`config.mk`:
```
export PLATFORM = sky130hd
export DESIGN_NAME = req_arbiter_flat
export DESIGN_NICKNAME = d
export VERILOG_FILES = /design/src/rtl/req_arbiter_if.sv /design/src/rtl/req_arbiter.sv /design/src/flat_wrapper.sv
export SDC_FILE = /design/constraint.sdc
export NUM_CORES = 1
export LEC_CHECK = 0
export BUFFER_PORTS_ARGS = -buffer_cell sky130_fd_sc_hd__buf_2
export CAP_MARGIN = 10
export CORE_AREA = 3 3 67 57
export DETAILED_ROUTE_END_ITERATION = 12
export DIE_AREA = 0 0 70 60
export GPL_ROUTABILITY_DRIVEN = 0
export REMOVE_ABC_BUFFERS = 1
export SLEW_MARGIN = 20
export SYNTH_ARGS = -nofsm -noshare
export SYNTH_HDL_FRONTEND = slang
export SYNTH_SLANG_ARGS = --single-unit
```
`constraint.sdc`:
```
create_clock -name clk -period 4 [get_ports clk]
set_input_delay 0.4 -clock clk [delete_from_list [all_inputs] [get_ports clk]]
set_output_delay 0.4 -clock clk [all_outputs]
set_load 0.02 [all_outputs]
```
`src/rtl/req_arbiter_if.sv`:
```
// ---------------------------------------------------------------------------
// req_arbiter_if
//   Request/grant bundle between the requesters and req_arbiter.
//
//   Signals (N = number of requesters):
//     req_async [N-1:0]          level requests, may be asynchronous to clk
//     done                       release strobe from the current grant holder
//     gnt       [N-1:0]          one-hot grant
//     gnt_id    [$clog2(N)-1:0]  index of the current or last grant
//     busy                       high while a grant is held
//     pend      [N-1:0]          pending-request vector
//     timeout                    one-cycle pulse when a grant is revoked by the hold limit
//
//   Modports:
//     master  requester side: drives req_async/done, observes the rest
//     slave   arbiter side:   the reverse
// ---------------------------------------------------------------------------
interface req_arbiter_if #(
    parameter int unsigned N = 4
) ();

    logic [N-1:0]         req_async;
    logic                 done;
    logic [N-1:0]         gnt;
    logic [$clog2(N)-1:0] gnt_id;
    logic                 busy;
    logic [N-1:0]         pend;
    logic                 timeout;

    modport master (
        output req_async,
        output done,
        input  gnt,
        input  gnt_id,
        input  busy,
        input  pend,
        input  timeout
    );

    modport slave (
        input  req_async,
        input  done,
        output gnt,
        output gnt_id,
        output busy,
        output pend,
        output timeout
    );

endinterface

```
`src/rtl/req_arbiter.sv`:
```
// ---------------------------------------------------------------------------
// req_arbiter
//   Round-robin arbiter for N requesters whose requests arrive as levels from
//   foreign or asynchronous sources. Each request is synchronised with two flops,
//   and a third flop keeps the previous synchronised value. A rising edge on the
//   synchronised request latches a pending bit. Grants are one-hot and registered.
//   Each grant lasts until the holder pulses done. Consecutive grants are
//   separated by exactly one RELEASE cycle with gnt low.
//
//   Parameters:
//     N     number of requesters (2..16)
//     HOLD  maximum grant length in cycles (2..255); used only with ARB_TIMEOUT_EN
//
//   Ports:
//     clk   rising-edge clock
//     res   synchronous active-high reset
//     bus   req_arbiter_if.slave: req_async, done in; gnt, gnt_id, busy, pend,
//           timeout out
//
//   Build option:
//     ARB_TIMEOUT_EN  when defined, a grant held for HOLD cycles without done is
//                     revoked and timeout pulses for the following RELEASE cycle.
//                     When undefined, grants persist until done and timeout is 0.
// ---------------------------------------------------------------------------
module req_arbiter #(
    parameter int unsigned N    = 4,
    parameter int unsigned HOLD = 8
) (
    input logic          clk,
    input logic          res,
    req_arbiter_if.slave bus
);

    localparam int unsigned IdW = $clog2(N);

    // Elaboration-time parameter range checks.
    if (N < 2 || N > 16) begin : g_bad_n
        $error("req_arbiter: N must be in 2..16");
    end
    if (HOLD < 2 || HOLD > 255) begin : g_bad_hold
        $error("req_arbiter: HOLD must be in 2..255");
    end

    typedef enum logic [1:0] {
        StIdle,
        StGrant,
        StRelease
    } state_e;

    state_e         state_q, state_d;
    logic [N-1:0]   sync1_q, sync2_q, prev_q;
    logic [N-1:0]   rise;
    logic [N-1:0]   pend_q, pend_d;
    logic [N-1:0]   gnt_q, gnt_d;
    logic [IdW-1:0] gnt_id_q, gnt_id_d;
    logic [IdW-1:0] last_q, last_d;
    logic [IdW-1:0] win_idx;
    logic [N-1:0]   clr;
    logic           enter_grant;

`ifdef ARB_TIMEOUT_EN
    logic [7:0]     cnt_q, cnt_d;
    logic           timeout_q, timeout_d;
`endif

    // ------------------------------------------------------------------
    // Request synchroniser and edge detector
    // ------------------------------------------------------------------
    always_ff @(posedge clk) begin
        if (res) begin
            sync1_q <= '0;
            sync2_q <= '0;
            prev_q  <= '0;
        end else begin
            sync1_q <= bus.req_async;
            sync2_q <= sync1_q;
            prev_q  <= sync2_q;
        end
    end

    // Only a 0->1 transition requests; a level that stays high does not re-request.
    assign rise = sync2_q & ~prev_q;

    // ------------------------------------------------------------------
    // Round-robin winner: first pending bit searching upward from last+1
    // ------------------------------------------------------------------
    always_comb begin
        logic           found;
        logic [IdW-1:0] cand;
        found   = 1'b0;
        cand    = '0;
        win_idx = '0;
        for (int unsigned i = 1; i <= N; i++) begin
            cand = IdW'((32'(last_q) + i) % N);
            if (!found && pend_q[cand]) begin
                found   = 1'b1;
                win_idx = cand;
            end
        end
    end

    // ------------------------------------------------------------------
    // FSM next state and registered-output next values
    // ------------------------------------------------------------------
    always_comb begin
        state_d     = state_q;
        gnt_d       = gnt_q;
        gnt_id_d    = gnt_id_q;
        last_d      = last_q;
        clr         = '0;
        enter_grant = 1'b0;
`ifdef ARB_TIMEOUT_EN
        cnt_d       = cnt_q;
        timeout_d   = 1'b0;
`endif

        unique case (state_q)
            StIdle: begin
                enter_grant = |pend_q;
            end
            StGrant: begin
                // done takes precedence over the hold limit in the same cycle.
                if (bus.done) begin
                    state_d = StRelease;
                    gnt_d   = '0;
                end
`ifdef ARB_TIMEOUT_EN
                else if (cnt_q == 8'(HOLD - 1)) begin
                    state_d   = StRelease;
                    gnt_d     = '0;
                    timeout_d = 1'b1;
                end else begin
                    cnt_d = cnt_q + 8'd1;
                end
`endif
            end
            StRelease: begin
                if (|pend_q) begin
                    enter_grant = 1'b1;
                end else begin
                    state_d = StIdle;
                end
            end
            default: begin
                state_d = StIdle;
                gnt_d   = '0;
            end
        endcase

        if (enter_grant) begin
            state_d  = StGrant;
            gnt_d    = {{(N-1){1'b0}}, 1'b1} << win_idx;
            gnt_id_d = win_idx;
            last_d   = win_idx;
            clr      = gnt_d;
`ifdef ARB_TIMEOUT_EN
            cnt_d    = '0;
`endif
        end

        // A fresh edge for the winner wins over its clear on the same cycle.
        pend_d = (pend_q & ~clr) | rise;
    end

    // ------------------------------------------------------------------
    // State registers
    // ------------------------------------------------------------------
    always_ff @(posedge clk) begin
        if (res) begin
            state_q  <= StIdle;
            pend_q   <= '0;
            gnt_q    <= '0;
            gnt_id_q <= '0;
            // Index 0 gets first priority after reset.
            last_q   <= IdW'(N - 1);
        end else begin
            state_q  <= state_d;
            pend_q   <= pend_d;
            gnt_q    <= gnt_d;
            gnt_id_q <= gnt_id_d;
            last_q   <= last_d;
        end
    end

`ifdef ARB_TIMEOUT_EN
    always_ff @(posedge clk) begin
        if (res) begin
            cnt_q     <= '0;
            timeout_q <= 1'b0;
        end else begin
            cnt_q     <= cnt_d;
            timeout_q <= timeout_d;
        end
    end

    assign bus.timeout = timeout_q;
`else
    assign bus.timeout = 1'b0;
`endif

    assign bus.gnt    = gnt_q;
    assign bus.gnt_id = gnt_id_q;
    assign bus.busy   = (state_q == StGrant);
    assign bus.pend   = pend_q;

endmodule

```
`src/flat_wrapper.sv`:
```
// flat-port wrapper written by rule: the top's interface ports become plain ports
module req_arbiter_flat 
#(
    parameter int unsigned N    = 4,
    parameter int unsigned HOLD = 8
)
  (clk, res, bus_req_async, bus_done, bus_gnt, bus_gnt_id, bus_busy, bus_pend, bus_timeout);
  req_arbiter_if #(.N(N)) bus_i ();
  input logic clk;
  input logic res;
  input wire logic [$bits(bus_i.req_async)-1:0] bus_req_async;
  input wire logic [$bits(bus_i.done)-1:0] bus_done;
  output wire logic [$bits(bus_i.gnt)-1:0] bus_gnt;
  output wire logic [$bits(bus_i.gnt_id)-1:0] bus_gnt_id;
  output wire logic [$bits(bus_i.busy)-1:0] bus_busy;
  output wire logic [$bits(bus_i.pend)-1:0] bus_pend;
  output wire logic [$bits(bus_i.timeout)-1:0] bus_timeout;
  assign bus_i.req_async = bus_req_async;
  assign bus_i.done = bus_done;
  assign bus_gnt = bus_i.gnt;
  assign bus_gnt_id = bus_i.gnt_id;
  assign bus_busy = bus_i.busy;
  assign bus_pend = bus_i.pend;
  assign bus_timeout = bus_i.timeout;
  req_arbiter #(.N(N), .HOLD(HOLD)) u_core (.clk(clk), .res(res), .bus(bus_i));
endmodule
```
==> impl_results.md, run 1 <==
* Avg Cell Area, Syn at 10.11 um2
* Clock skew after layout at 0.001804 ns
* P&R area growth vs syn at 18.04%
* Max_cap viols at 0
* Worst R2R Start: u_core.bus.pend[2]
* Setup crit start kind: flop
* Count of buffer and inverter cells on the critical path at 1
* Die ar. at 4200 um2
* Worst EP arrival at 1.19 ns
* Critical path type: flop to output port
* Reg clk slew, reported paths at 0.08 ns
* Crit-path max FO at 8
* Slew Limit Fails at 0
* Post-synth top area share at 0.5361
* Setup violations, final at 0
* Boundary Pins at 19
* Hold WS at 0.3350 ns
* Critical path required time at between 3 and 4 ns
* N_diodes at 0
* PostCTS Resize Cnt at 0
* Hpwl dp at 1.350 mm
* Area after DPL at 1091 um2
* CP max-delay cell: dfxtp_1
* Pre-CTS setup slack at around 2.5 ns
* Setup ws final at 2.409 ns
* DRC Markers at 0
* GRT Util Overall at 0.09541
* Final Hold Fails at 0
* Clock latency at the later pin of the worst-skew pair at 0.26 ns
* Via count at between 700 and 800
* Die Ht at 60 um
* Worst Hold Class: input port to flop
* Critical path cell sequence: nor2b_1 > buf_2
* Total grt overflow at 0
* Starting Density at 0.3124
* Cells after synthesis at 96
* Worst reg2reg setup slack at 2.50 ns
* FP Rows at 18
* DRC marker count from the first detailed-route iteration at 15
* Minimum clock period at 1.591 ns
* CTS max path bufs at 2
* H-tree depth at 1
* Clock sinks at 26
* Number of global-route vias before repair at roughly 650
* Synth area leader: dfxtp_1
* Setup TNS at 0 ns
* Endpoint type of the worst setup path: output port
* Ranking of synthesized cells by area: dfxtp_1 54%, nor2b_1 9.0%, nand2b_1 3.9%
* R2r worst-path depth at 4
* Post-Syn Area at 970.9 um2
* Slowest Stage Delay on Critical Path at 0.50 ns
* Power Density at 594.5 nW/um2
* Post-Route WL at 1.886 mm
* CP top delay family: flip-flops
* TritonRoute pass-1 iters at 4
* Status: complete, no violations
* Period utilization at 0.3978
* Worst path depth at 2
* First-pass GRT wire length at around 3.1 mm
* Root buffer cell: clkbuf_8
* Reg area at 520.5 um2
* Yosys reg bits at 26
* Pin count of the biggest net entering global routing at 22
* Core area at 3108 um2
* FMAX at 628.5 MHz
* Antenna violations before repair at 0
* Buffers on Ports at 17
* Synthesis warning total at 0
* Fin area at approximately 1100 um2
* Chip width at 70 um
* Setup crit end: bus_busy
* Fin nets at 122
* Ratio of cells with drive above 1 in the final layout at 0.2456
* Leakage Power at 0.4686 nW
* Post-CTS Setup Inserts at 0
* Origin of the worst setup path: u_core.state_q[0]
* CTS tree: done
* Area of the multi-input gates at 427.9 um2
* Final ANT Viol Nets at 0
* CTS Buf Count at 3
* Filler cells at about 320
* DR WL/cell at 12.25 um
* Max VDD drop at between 0.3 and 0.4 mV
* RSZ-0062 raised after global routing: false
* R2R Path End: u_core.bus.gnt[2]
* DR vias/cell at 4.818
* Worst slew pin tran at 0.6042 ns
* Seq/Total Area, Yosys at 0.5361
* Hold_buf cts at 0
* Max_slew headroom at 0.5941
* Distinct cells, synth at 32
final cells by class:
cell class | instances | share of cell area
Multi-Input combinational cell | 65 | 0.3734
Inverter | 2 | 0.006550
Clock buffer | 4 | 0.04803
Timing Repair Buffer | 17 | 0.07424
Sequential cell | 26 | 0.4541
Tap cell | 40 | 0.04367
cell usage after synthesis:
cell / count
or2_2: 1
nor3b_1: 1
nor3_1: 4
a32o_2: 1
a2bb2oi_1: 1
nor4_2: 1
and3_1: 1
a31oi_1: 1
a32o_1: 2
o311ai_1: 1
a211o_1: 1
or3_1: 1
dfxtp_1: 26
o211ai_1: 3
a21boi_2: 1
or2b_1: 2
nand2_1: 3
conb_1: 1
nor2_4: 1
a211oi_1: 1
o2bb2ai_1: 2
nor2b_1: 14
a21oi_2: 1
clkbuf_1: 2
o21bai_1: 1
nand2b_1: 6
nor2_1: 7
buf_4: 1
or2_0: 1
inv_1: 2
a311o_2: 1
a21oi_1: 4
placed cells by master, fill, tap and decap left out, types with 3 or more instances in the layout:
master    count
nor3_1        4
nor2_1        7
nand2_1       3
nor2b_1      14
nand2b_1      6
a21oi_1       4
buf_2        17
clkbuf_8      4
o211ai_1      3
dfxtp_1      26
power breakdown:
| part | switching (mW) | internal (mW) | total (mW) |
|---|---|---|---|
| Sequential | 0.0315 | 0.293 | 0.325 |
| Combinational | 0.117 | 0.0735 | 0.190 |
| Clock | 0.0782 | 0.0879 | 0.166 |
worst min-delay path by stage:
stage,from,endpoint,slack [ns],depth (start not counted)
final,bus_req_async[2],u_core.sync1_q[2],0.33,2
after global routing,bus_req_async[1],u_core.sync1_q[1],0.34,2
after CTS,bus_req_async[0],u_core.sync1_q[0],0.33,2
after detailed placement,u_core.sync1_q[2],u_core.sync2_q[2],0.43,1
after global placement,u_core.sync1_q[1],u_core.sync2_q[1],0.42,1
after floorplan,u_core.sync1_q[0],u_core.sync2_q[0],0.41,1
sequential cells by signal (all words and copies together) (netlist names):
signal	count
u_core.bus.pend	4
u_core.prev_q	4
u_core.last_q	2
u_core.sync1_q	4
u_core.bus.gnt_id	2
u_core.sync2_q	4
u_core.state_q	2
u_core.bus.gnt	4
logic make-up (layout without fill, tap and decap cells):
logic type	after synthesis	after routing	synth area share
buffers and inverters	5	23	0.02320
AOI/OAI and AO/OA	21	21	0.1753
DFF	26	26	0.5361
other	1	1	0.003862
and+or+nand+nor	43	43	0.2616
layer usage:
layer / wire (um) / vias up / GRT usage
li1: - / 369 / -
met1: 967 / 349 / 0.1324
met2: 807 / 22 / 0.1386
met3: 102 / 2 / 0.03697
met4: 8 / 0 / 0.02459
met5: 0 / - / 0
through the flow:
stage	total power, mW	utilization	std cells
2_1_floorplan	0.4607	-	93
3_3_place_gp	0.5153	0.3510	150
3_5_place_dp	0.5194	0.3510	150
4_1_cts	0.6873	0.3688	154
5_1_grt	0.7189	0.3688	154
6_report	0.6813	0.3688	154
(Power assumes the default switching activity.)
==> run 2: changes to the inputs <==
clock period = 1.7 ns   (was 4 ns; I/O delays follow)
==> impl_results.md, run 2 (synthesis gave the netlist of run 1 again) <==
* Status: complete, no violations
* Cell count of the worst hold path at 2
* Switching power total at 0.5115 mW
* Endpoint type of the worst setup path: flop
* PostCTS Resize Cnt at 0
* Die Ht at 60 um
* Leading cell type in the layout, fill and taps excluded: dfxtp_1
* Hold endpoint: u_core.sync1_q[3]
* Crit-path max FO at 8
* P&R area growth vs syn at 17.40%
* Boundary Pins at 19
* Leakage Power at 0.4660 nW
* FMAX at 666.6 MHz
* Fin nets at between 100 and 150
* Critical path required time at around 1.9 ns
* Sw Share at 0.3308
* Core area at a little over 3000 um2
* N_diodes at 0
* Clock skew after layout at 0.003708 ns
* CP top delay family: flip-flops
* DRC marker count from the first detailed-route iteration at 16
* Number of global-route vias before repair at 659
* CTS tree: done
* Worst EP arrival at 1.66 ns
* Combinational share of power at 0.292
* Max VDD drop at 0.4366 mV
* FP Rows at 18
* Slowest Stage Delay on Critical Path at 0.45 ns
* Antenna violations before repair at 0
* CTS max path bufs at 2
* Hold Crit Start: bus_req_async[3]
* Critical path cell sequence: or2b_1 > a21oi_1 > nor3_1 > buf_4 > a32o_1
* R2r worst-path depth at 5
* First-pass GRT wire length at 3.063 mm
* Int Power at 1.035 mW
* Most frequent cells in the layout: 26 x dfxtp_1, 17 x buf_2, 14 x nor2b_1
* Root buffer cell: clkbuf_8
* Via count at between 700 and 800
* Flop pwr share at 0.497
* Fin cells at 154
* Final Hold Fails at 0
* Fin util at 0.3667
* Clock sinks at 26
* CP max-delay cell: dfxtp_1
* Die ar. at 4200 um2
* Critical path type: flop to flop
* Starting Density at 0.3124
* Period utilization at 0.8825
* CTS Buf Count at 3
* Setup crit start kind: flop
* Placed Cells at between 150 and 200
* Worst reg2reg setup slack at ~0.2 ns
* Worst Hold Class: input port to flop
* Minimum clock period at 1.500 ns
* Pin count of the biggest net entering global routing at 22
* H-tree depth at 1
* Clock latency at the later pin of the worst-skew pair at 0.26 ns
* Chip width at 70 um
* DRC Markers at 0
* Power Density at 1356 nW/um2
* GRT Util Overall at 0.09347
* Ratio of cells with drive above 1 in the final layout at 0.2456
* RSZ-0062 raised after global routing: false
* Count of buffer and inverter cells on the critical path at 1
* Hold_buf cts at 0
* DR vias/cell at 4.617
* Reg clk slew, reported paths at 0.08 ns
* Total grt overflow at 0
* Max_cap viols at 0
* Slew Limit Fails at 0
* DR WL/cell at ~12 um
* Clock share of power at 0.211
* Final ANT Viol Nets at 0
* Buffers on Ports at 17
* Worst R2R Start: u_core.bus.pend[1]
* Post-Route WL at 1.825 mm
* Post-CTS Setup Inserts at 0
* Setup TNS at 0 ns
* Hpwl dp at 1.344 mm
* R2R Path End: u_core.bus.gnt[2]
* TritonRoute pass-1 iters at 4
* Setup violations, final at 0
## run 2: cell types whose count changed in the layout (fill, tap and decap cells not counted)
cell | previous run | this run
buf_4 | 0 | 1
clkbuf_8 | 4 | 3
## run 2: worst max-delay path by stage
stage,from,end,slack (ns),depth (start not counted)
2_1_floorplan,u_core.bus.pend[1],u_core.bus.pend[1],0.25,4
3_3_place_gp,u_core.bus.pend[0],u_core.bus.gnt[3],0.27,4
3_5_place_dp,u_core.bus.pend[1],u_core.bus.gnt_id[0],0.24,5
4_1_cts,u_core.bus.pend[1],u_core.bus.gnt_id[0],0.20,5
5_1_grt,u_core.bus.pend[1],u_core.bus.gnt_id[0],0.1,5
6_report,u_core.bus.pend[1],u_core.bus.gnt[2],0.20,5
## run 2: per-stage QoR
stage	worst slack (ns)	hold WS (ns)	instance area (um2)	power [mW]
after floorplan	0.2542	0.2391	955.9	1.084
after global placement	0.2709	0.3769	1099	1.226
after detailed placement	0.2356	0.3877	1099	1.233
after CTS	0.2000	0.1124	1140	1.562
after global routing	0.09589	0.1127	1140	1.645
final	0.1997	0.1105	1140	1.546
## run 2: layout make-up
cell class,instances,area (um2)
Multi-Input combinational cell,65,427.9
Fill cell,311,1968
Inverter,2,7.507
Timing Repair Buffer,18,92.59
Sequential cell,26,520.5
Tap cell,40,50.05
Clock buffer,3,41.29
## run 2: routing by layer
metal	track usage	routed length, um
met4	0.04918	18
met3	0.02185	67
met1	0.1258	978
met5	0	0
met2	0.1400	760
## run 2: power by group through the flow
stage,Clock [mW],Combinational [mW],Sequential [mW]
5_1_grt,0.370,0.493,0.782
4_1_cts,0.337,0.456,0.769
3_3_place_gp,0,0.450,0.776
3_5_place_dp,0,0.452,0.781
6_report,0.327,0.451,0.768
2_1_floorplan,0,0.264,0.820
==> run 3: changes to the inputs <==
CORE_AREA = 2 2 62 53   (was 3 3 67 57)
DIE_AREA = 0 0 64 55   (was 0 0 70 60)
==> impl_results.md, run 3 (synthesis gave the netlist of run 1 again) <==
* Buffers on Ports at 17
* Slowest Stage Delay on Critical Path at 0.49 ns
* Cell count of the worst hold path at 2
* Worst EP arrival at 1.74 ns
* CTS max path bufs at 2
* Pin count of the biggest net entering global routing at 22
* Post-CTS Setup Inserts at 0
* Post-Route WL at 1.767 mm
* Antenna violations before repair at 0
* Worst Hold Class: input port to flop
* Reg area at 520.5 um2
* Setup crit end: u_core.bus.gnt[2]
* Endpoint type of the worst setup path: flop
* Die ar. at 3520 um2
* Die Ht at 55 um
* Worst path depth at 4
* Max VDD drop at roughly 0.51 mV
* Hpwl dp at 1.285 mm
* Total grt overflow at 0
* Max_cap viols at 0
* Starting Density at 0.3342
* GRT Util Overall at 0.1146
* Final Hold Fails at 0
* PostCTS Resize Cnt at 0
* Setup TNS at 0 ns
* H-tree depth at 1
* Wire length on met3 at 78 um
* Top Layer Used: met4
* TritonRoute pass-1 iters at 4
* Most frequent cells in the layout: 26 x dfxtp_1, 17 x buf_2, 14 x nor2b_1
* Status: complete, no violations
* Worst slew pin tran at 0.5474 ns
* Number of global-route vias before repair at 687
* Count of buffer and inverter cells on the critical path at 0
* Final ANT Viol Nets at 0
* Critical path required time at around 1.9 ns
* Area of the multi-input gates at around 430 um2
* DRT met1 WL at ~950 um
* Max_slew headroom at 0.6322
* P&R area growth vs syn at 16.11%
* Crit-path max FO at 8
* CTS tree: done
* Worst reg2reg setup slack at 0.19 ns
* DR vias/cell at 4.597
* Ratio of cells with drive above 1 in the final layout at 0.2456
* Origin of the worst setup path: u_core.bus.pend[1]
* Worst R2R Start: u_core.bus.pend[1]
* R2R Path End: u_core.bus.gnt[2]
* Core area at 2905 um2
* Reg clk slew, reported paths at 0.14 ns
* Period utilization at 0.8905
* Clock skew after layout at 0.005672 ns
* Critical path cell sequence: or2b_1 > a21oi_1 > nor3_1 > a32o_1
* Hold_buf cts at 0
* CTS Buf Count at 3
* R2r worst-path depth at 4
* N_diodes at 0
* CP max-delay cell: dfxtp_1
* FP Rows at 18
* Clock latency at the later pin of the worst-skew pair at 0.32 ns
* DRC Markers at 0
* Fin nets at approximately 120
* Minimum clock period at 1.514 ns
* Critical path type: flop to flop
* DRC marker count from the first detailed-route iteration at 25
* Boundary Pins at 19
* Area after DPL at ~1100 um2
* Setup violations, final at 0
* Clock sinks at 26
* CP top delay family: compound AO/OA/AOI/OAI gates
* First-pass GRT wire length at a little over 3 mm
* Leakage Power at approximately 0.46 nW
* Slew Limit Fails at 0
* RSZ-0062 raised after global routing: false
* Chip width at 64 um
* DR WL/cell at 11.47 um
* Fin area at 1127 um2
* DR WL met2 at between 700 and 800 um
* Power Density at 1337 nW/um2
* FMAX at 660.6 MHz
* Via count at 708
* Leading cell type in the layout, fill and taps excluded: dfxtp_1
* Root buffer cell: clkbuf_4
* Setup crit start kind: flop
* Hold Crit Start: bus_req_async[1]
* Filler cells at 299
run 3: cell types whose count changed in the layout (fill, tap and decap cells not counted), sizes merged:
cell,change
buf,-1
clkbuf,+1
run 3: cell type report:
class                           instances  share of cell area
Inverter                                2            0.006659
Timing Repair Buffer                   17             0.07547
Tap cell                               40             0.04440
Clock buffer                            4             0.03219
Multi-Input combinational cell         65              0.3796
Sequential cell                        26              0.4617
run 3: stage by stage:
step                utilization  hold slack [ns]  worst slack, ns  std cells  power (mW)
floorplan                     -           0.2391           0.2542         93       1.084
global placement         0.3755           0.3833           0.2295        150       1.213
detailed placement       0.3755           0.3845           0.1945        150       1.218
CTS                      0.3880          0.03619           0.1789        154       1.529
global route             0.3880          0.02487           0.1051        154       1.614
finish                   0.3880          0.04794           0.1862        154       1.507
run 3: power by group:
part | leakage (nW) | internal [mW] | total, mW | switching (mW)
combinational | 0.226 | 0.173 | 0.437 | 0.265
sequential | 0.214 | 0.691 | 0.762 | 0.0717
clock | 0.0210 | 0.131 | 0.308 | 0.177
run 3: worst reg2reg max path, stage by stage (launching register included):
cell	delay [ns]
dfxtp_1	0.49
or2b_1	0.26
a21oi_1	0.26
nor3_1	0.17
a32o_1	0.25
run 3: worst min-delay path by stage:
| stage | to |
|---|---|
| 5_1_grt | u_core.sync1_q[2] |
| 6_report | u_core.sync1_q[1] |
| 3_5_place_dp | u_core.sync1_q[0] |
| 3_3_place_gp | u_core.sync1_q[0] |
| 2_1_floorplan | u_core.state_q[0] |
| 4_1_cts | u_core.sync1_q[0] |
run 3: routing by layer:
metal  up-vias  track usage
met5         -            0
met4         0      0.04348
met3         2      0.04049
met2        17       0.1806
met1       320       0.1462
li1        369            -
